[src/rtl/prbs_pkg.sv]
// rtl/prbs_pkg.sv - shared constants and state encoding for the PRBS-15 pattern source
package prbs_pkg;

    typedef enum logic [1:0] {
        ST_IDLE    = 2'd0,
        ST_PATTERN = 2'd1,
        ST_PRBS    = 2'd2
    } state_t;

    localparam int PRBS_WIDTH    = 15;
    localparam int TAP_HI        = 14;
    localparam int TAP_LO        = 13;
    localparam int PATTERN_WIDTH = 32;

    localparam logic [PATTERN_WIDTH-1:0] DEFAULT_PATTERN = 32'hCCDDEEFF;
    localparam logic [PRBS_WIDTH-1:0]    DEFAULT_SEED    = 15'h0001;

    // x^15 + x^14 + 1, Fibonacci form: feedback enters at bit 0, output taken from bit 14
    function automatic logic [PRBS_WIDTH-1:0] lfsr_next(input logic [PRBS_WIDTH-1:0] s);
        return {s[PRBS_WIDTH-2:0], s[TAP_HI] ^ s[TAP_LO]};
    endfunction

endpackage

[src/rtl/prbs15_lfsr.sv]
// rtl/prbs15_lfsr.sv - PRBS-15 shift register with seed reload and step enable
module prbs15_lfsr
    import prbs_pkg::*;
#(
    parameter logic [PRBS_WIDTH-1:0] SEED = DEFAULT_SEED
) (
    input  logic                  clk,
    input  logic                  rst,
    input  logic                  load,
    input  logic                  step,
    output logic [PRBS_WIDTH-1:0] q
);

    always_ff @(posedge clk) begin
        if (!rst) begin
            q <= SEED;
        end else if (load) begin
            q <= SEED;
        end else if (step) begin
            q <= lfsr_next(q);
        end
    end

endmodule

[src/rtl/prbs15_pattern_gen.sv]
// rtl/prbs15_pattern_gen.sv - framing pattern repeated n times, then free-running PRBS-15
module prbs15_pattern_gen
    import prbs_pkg::*;
#(
    parameter logic [PATTERN_WIDTH-1:0] PATTERN = DEFAULT_PATTERN,
    parameter logic [PRBS_WIDTH-1:0]    SEED    = DEFAULT_SEED
) (
    input  logic       clk,
    input  logic       rst,
    input  logic       en,
    input  logic [2:0] n,
    output logic       data,
    output logic       valid,
    output logic       prbs_phase
);

    state_t                state, state_nx;
    logic [4:0]            bit_cnt, bit_cnt_nx;
    logic [2:0]            rep_cnt, rep_cnt_nx;
    logic [2:0]            n_lat, n_lat_nx;
    logic                  data_nx, valid_nx, phase_nx;
    logic                  lfsr_load, lfsr_step;
    logic [PRBS_WIDTH-1:0] lfsr_q;

    prbs15_lfsr #(.SEED(SEED)) u_lfsr (
        .clk  (clk),
        .rst  (rst),
        .load (lfsr_load),
        .step (lfsr_step),
        .q    (lfsr_q)
    );

    always_comb begin
        state_nx   = state;
        bit_cnt_nx = bit_cnt;
        rep_cnt_nx = rep_cnt;
        n_lat_nx   = n_lat;
        data_nx    = 1'b0;
        valid_nx   = 1'b0;
        phase_nx   = 1'b0;
        lfsr_load  = 1'b0;
        lfsr_step  = 1'b0;

        case (state)
            ST_IDLE: begin
                if (en) begin
                    valid_nx = 1'b1;
                    n_lat_nx = n;
                    if (n != 3'd0) begin
                        state_nx   = ST_PATTERN;
                        data_nx    = PATTERN[PATTERN_WIDTH-1];
                        bit_cnt_nx = 5'd1;
                        rep_cnt_nx = 3'd0;
                    end else begin
                        state_nx  = ST_PRBS;
                        data_nx   = lfsr_q[TAP_HI];
                        phase_nx  = 1'b1;
                        lfsr_step = 1'b1;
                    end
                end
            end
            ST_PATTERN: begin
                valid_nx = 1'b1;
                // bit_cnt==0 here means a whole repetition has just gone out
                if (bit_cnt == 5'd0 && rep_cnt == n_lat) begin
                    state_nx   = ST_PRBS;
                    data_nx    = lfsr_q[TAP_HI];
                    phase_nx   = 1'b1;
                    lfsr_step  = 1'b1;
                    rep_cnt_nx = 3'd0;
                end else begin
                    data_nx    = PATTERN[5'd31 - bit_cnt];
                    bit_cnt_nx = bit_cnt + 5'd1;
                    if (bit_cnt == 5'd31) begin
                        rep_cnt_nx = rep_cnt + 3'd1;
                    end
                end
            end
            ST_PRBS: begin
                valid_nx  = 1'b1;
                data_nx   = lfsr_q[TAP_HI];
                phase_nx  = 1'b1;
                lfsr_step = 1'b1;
            end
            default: begin
                state_nx = ST_IDLE;
            end
        endcase

        // Dropping en aborts the run and rearms the LFSR so the next run is identical
        if (state != ST_IDLE && !en) begin
            state_nx   = ST_IDLE;
            bit_cnt_nx = 5'd0;
            rep_cnt_nx = 3'd0;
            data_nx    = 1'b0;
            valid_nx   = 1'b0;
            phase_nx   = 1'b0;
            lfsr_step  = 1'b0;
            lfsr_load  = 1'b1;
        end
    end

    always_ff @(posedge clk) begin
        if (!rst) begin
            state      <= ST_IDLE;
            bit_cnt    <= 5'd0;
            rep_cnt    <= 3'd0;
            n_lat      <= 3'd0;
            data       <= 1'b0;
            valid      <= 1'b0;
            prbs_phase <= 1'b0;
        end else begin
            state      <= state_nx;
            bit_cnt    <= bit_cnt_nx;
            rep_cnt    <= rep_cnt_nx;
            n_lat      <= n_lat_nx;
            data       <= data_nx;
            valid      <= valid_nx;
            prbs_phase <= phase_nx;
        end
    end

endmodule

[config.mk]
export PLATFORM = sky130hd
export DESIGN_NAME = prbs15_pattern_gen
export DESIGN_NICKNAME = d
export VERILOG_FILES = /design/src/rtl/prbs_pkg.sv /design/src/rtl/prbs15_lfsr.sv /design/src/rtl/prbs15_pattern_gen.sv
export SDC_FILE = /design/constraint.sdc
export NUM_CORES = 1
export LEC_CHECK = 0
export CORE_MARGIN = 2
export CORE_UTILIZATION = 40
export DETAILED_ROUTE_END_ITERATION = 7
export GPL_ROUTABILITY_DRIVEN = 0
export HOLD_SLACK_MARGIN = 0.05
export PLACE_DENSITY_LB_ADDON = 0.3
export SKIP_CTS_REPAIR_TIMING = 1
export SLEW_MARGIN = 20
export SYNTH_ARGS = -nofsm -noshare
export SYNTH_HDL_FRONTEND = slang
export SYNTH_SLANG_ARGS = --single-unit
[constraint.sdc]
create_clock -name clk -period 1.6 [get_ports clk]
set_input_delay 0.24 -clock clk [delete_from_list [all_inputs] [get_ports clk]]
set_output_delay 0.24 -clock clk [all_outputs]
set_load 0.01 [all_outputs]
==> results <==
- The worst reg2reg path startpoint is bit_cnt[1].
- Sorting the synthesized cells by area gives the leading types as dfxtp_1, mux2i_1, ha_1.
- Counting every net in the synthesized netlist gives roughly 190.
- The clock passes through at most 2 buffers.
- For the pin with the worst max-slew slack, the measured transition is 0.351 ns.
- The clock drives 31 sinks.
- Setup repair after global routing could not meet its margin everywhere.
- The number of instances in the synthesized netlist is 172.
- At the end of the flow the core is filled with cells to 0.622.
- The floorplan step set the die width to roughly 67 um.
- The number of hold violations in the final report is 0.
- 9 I/O pins were placed.
- The number of non-filler instances in the completed layout is 272.
- The fill cell instance count of the final layout is between 300 and 400.
- The worst reg-to-reg path cell count is 7.
- For this run, the register share of the synthesized area comes to 0.390.
- The type of element launching the critical path is a flop.
- The count of warnings emitted by yosys is 0.
- The buffer cell driving the clock tree root is clkbuf_8.
- The flop and latch count out of synthesis is 31.
- The number of antenna-violating nets in the routed design is 0.
- After detailed routing, the number of remaining DRC violations is 0.
- The worst-case clock skew is 0.00462 ns.
- The number of cells after detailed placement is 259.
- The number of I/O port buffers is 8.
- The run finished, with violations left.
- The number of buffers added by the clock tree synthesis step is 5.
- The first-pass GRT wire length is 6.49 mm.
- For the worst setup path, the data required time is between 1.5 and 2 ns.
- The capturing element type of the critical path is a flop.
- The H-tree was split into 2 levels.
- The arrival time of the worst setup path is around 1.9 ns.
- Along the worst path, the maximum fanout reaches 4.
- The power per standard cell area is 1120 nW/um2.
- Hold is met by 0.476 ns.
- The initial antenna violation count is 0.
- In the final layout, the multi-input gates occupy just over 1000 um2.
- The source of the worst hold timing path is u_lfsr.q[11].
- In the final layout, the share of cells above drive strength 1 is 0.379.
- The routed layout has 1,454 vias.
- In the synthesized netlist the dominant register cell turns out to be dfxtp_1.
- The average vias per placed instance is 5.35.
- The worst slew margin relative to its limit is 0.765.
- The worst register-to-register path ends at state[0].
- The average instance in the mapped netlist occupies 9.25 um2.
- The die span in y is 67.1 um.
- The die covers 4500 um2.
- Entering global routing, the biggest net connects 16 pins.
- TritonCTS built the clock tree.
- Leaving out fill and tap cells, the most frequent cells in the layout are buf_4, nand2_1, dfxtp_1.
- In the post-route analysis, the smallest setup slack over all paths is -0.118 ns.
- The leftover overflow at the end of global routing is 0.
- The register-to-register path setup slack is -0.12 ns.
- The first TritonRoute pass finished after 4 iterations.
- The share of Yosys cell area claimed by the top area cell type is 0.390.
- The area growth from synthesis to layout is 46.4%.
- For this run, the post-layout net count is 239.
- The total half-perimeter wirelength after legalization and detailed placement is 2.87 mm.
- Derived from the worst setup path, the maximum achievable clock frequency is ~580 MHz.
- The worst hold path terminates at u_lfsr.q[11].
- Across the VDD grid, the largest voltage drop is about 0.76 mV.
- The overall routing resource usage is 0.197.
- The source-to-sink clock delay at the later pin of the worst-skew pair is 0.29 ns.
- The instance count along the most critical hold path is 2.
- In the final routed layout, each cell accounts on average for 16.2 um.
- The detailed router finished its first iteration with 76 violations.
- The area taken by flip-flops and latches is between 600 and 700 um2.
- The worst hold-check path type is flop to flop.
- The part of the cycle the worst path needs is 1.07.
- The routed wire length is about 4.4 mm.
- The mapped netlist covers 1590 um2.
- The number of max-slew violations in the final report is 0.
- The standby leakage power is 0.959 nW.
- Setup violations remaining at the end of the flow were counted as 18.
- The checks that failed: setup timing.
- The number of maximum-capacitance constraint violations is 0.
- The cell accounting for the most synthesized area is dfxtp_1.
- The number of antenna diodes in the final layout is 0.
- The number of flops mapped to enable cells by yosys is 0.
- The leading cell type in the layout, fill and taps excluded is buf_4.
- The clock edge transition at the registers on the reported setup and hold paths is 0.07 ns.
- With fillers left out, the area of the finished cells amounts to approximately 2300 um2.
- For this run, asynchronously set or reset flops after synthesis account for 0.
- The number of standard-cell rows in the floorplan is 22.
- The floorplan step defined a core boundary enclosing 3740 um2.
- The distinct cell type count after synthesis is 45.
- For this configuration, the core starts out at a cell density of 0.425.
- The number of global-route vias before repair came to roughly 1,400.
- Once placement finished, the instance area stood at 1990 um2.
- The worst setup path category is flop to flop.
- The routed design could run at a clock period as short as 1.72 ns.
[sequential cells by signal (all words and copies together), names as in the netlist]
signal / cells
prbs_phase: 1
state: 2
data: 1
n_lat: 3
rep_cnt: 3
bit_cnt: 5
u_lfsr.q: 15
valid: 1
[critical path, cell delays in order, from the launching register on]
cell,delay (ns)
dfxtp_2,0.32
inv_2,0.07
ha_4,0.13
nor4b_4,0.27
a41oi_2,0.18
buf_4,0.19
or3_1,0.34
a21oi_2,0.14
[power breakdown]
group / total [mW] / switching [mW] / internal (mW)
clock network: 0.807 / 0.304 / 0.503
logic: 0.963 / 0.456 / 0.507
registers: 0.849 / 0.0251 / 0.824
total: 2.62 / 0.785 / 1.83
[metal layers]
metal | share of wire | wire length, um | vias up | global-route usage
met5 | 0 | 0 | - | 0
met4 | 0.034 | 149 | 0 | 0.0791
met3 | 0.025 | 109 | 13 | 0.0557
met2 | 0.53 | 2340 | 26 | 0.343
met1 | 0.41 | 1800 | 700 | 0.225
li1 | - | - | 715 | -
[synthesized netlist by cell type (2+ instances only)]
cell type / count
o21ai_0: 4
mux2i_1: 16
and2_1: 2
a21oi_1: 7
buf_2: 2
inv_1: 7
xnor2_1: 4
nor2_1: 8
nand3_1: 8
nand4_1: 2
nand2_1: 29
buf_6: 2
o211a_1: 2
a31oi_1: 2
or3_1: 2
clkbuf_1: 3
a21boi_0: 3
nand4b_1: 2
dfxtp_1: 31
ha_1: 10
nor3_1: 2
[cells by family after synthesis]
| family | Yosys count | synth area share |
|---|---|---|
| compound gates | 33 | 0.153 |
| xor+xnor | 5 | 0.0275 |
| fa+ha+maj | 10 | 0.0786 |
| buf+inv | 15 | 0.0535 |
| flops | 31 | 0.390 |
| mux | 17 | 0.108 |
| simple gates | 61 | 0.190 |
[layout make-up]
cell class,count,area share
Multi-Input combinational cell,126,0.445
Sequential cell,31,0.269
Timing Repair Buffer,52,0.199
Clock buffer,6,0.0354
Tap cell,48,0.0258
Clock inverter,2,0.0150
Inverter,7,0.0113
[worst max path at each step]
stage,cells after the start,slack (ns),from,endpoint
after floorplan,9,-0.06,bit_cnt[0],u_lfsr.q[10]
after global placement,5,-0.27,n[0],rep_cnt[0]
after detailed placement,5,-0.37,n[0],rep_cnt[0]
after CTS,7,-0.20,bit_cnt[0],state[1]
after global routing,7,-0.20,bit_cnt[1],state[1]
final,7,-0.12,bit_cnt[1],state[0]
[per-stage QoR]
stage | setup TNS, ns | setup WS, ns | total power, mW
CTS | -2.50 | -0.202 | 2.40
global route | -3.14 | -0.204 | 2.74
floorplan | -0.647 | -0.0644 | 1.30
finish | -1.21 | -0.118 | 2.62
detailed placement | -6.30 | -0.371 | 1.58
global placement | -4.85 | -0.267 | 1.55
No activity file was read; power rests on OpenSTA's default activity.
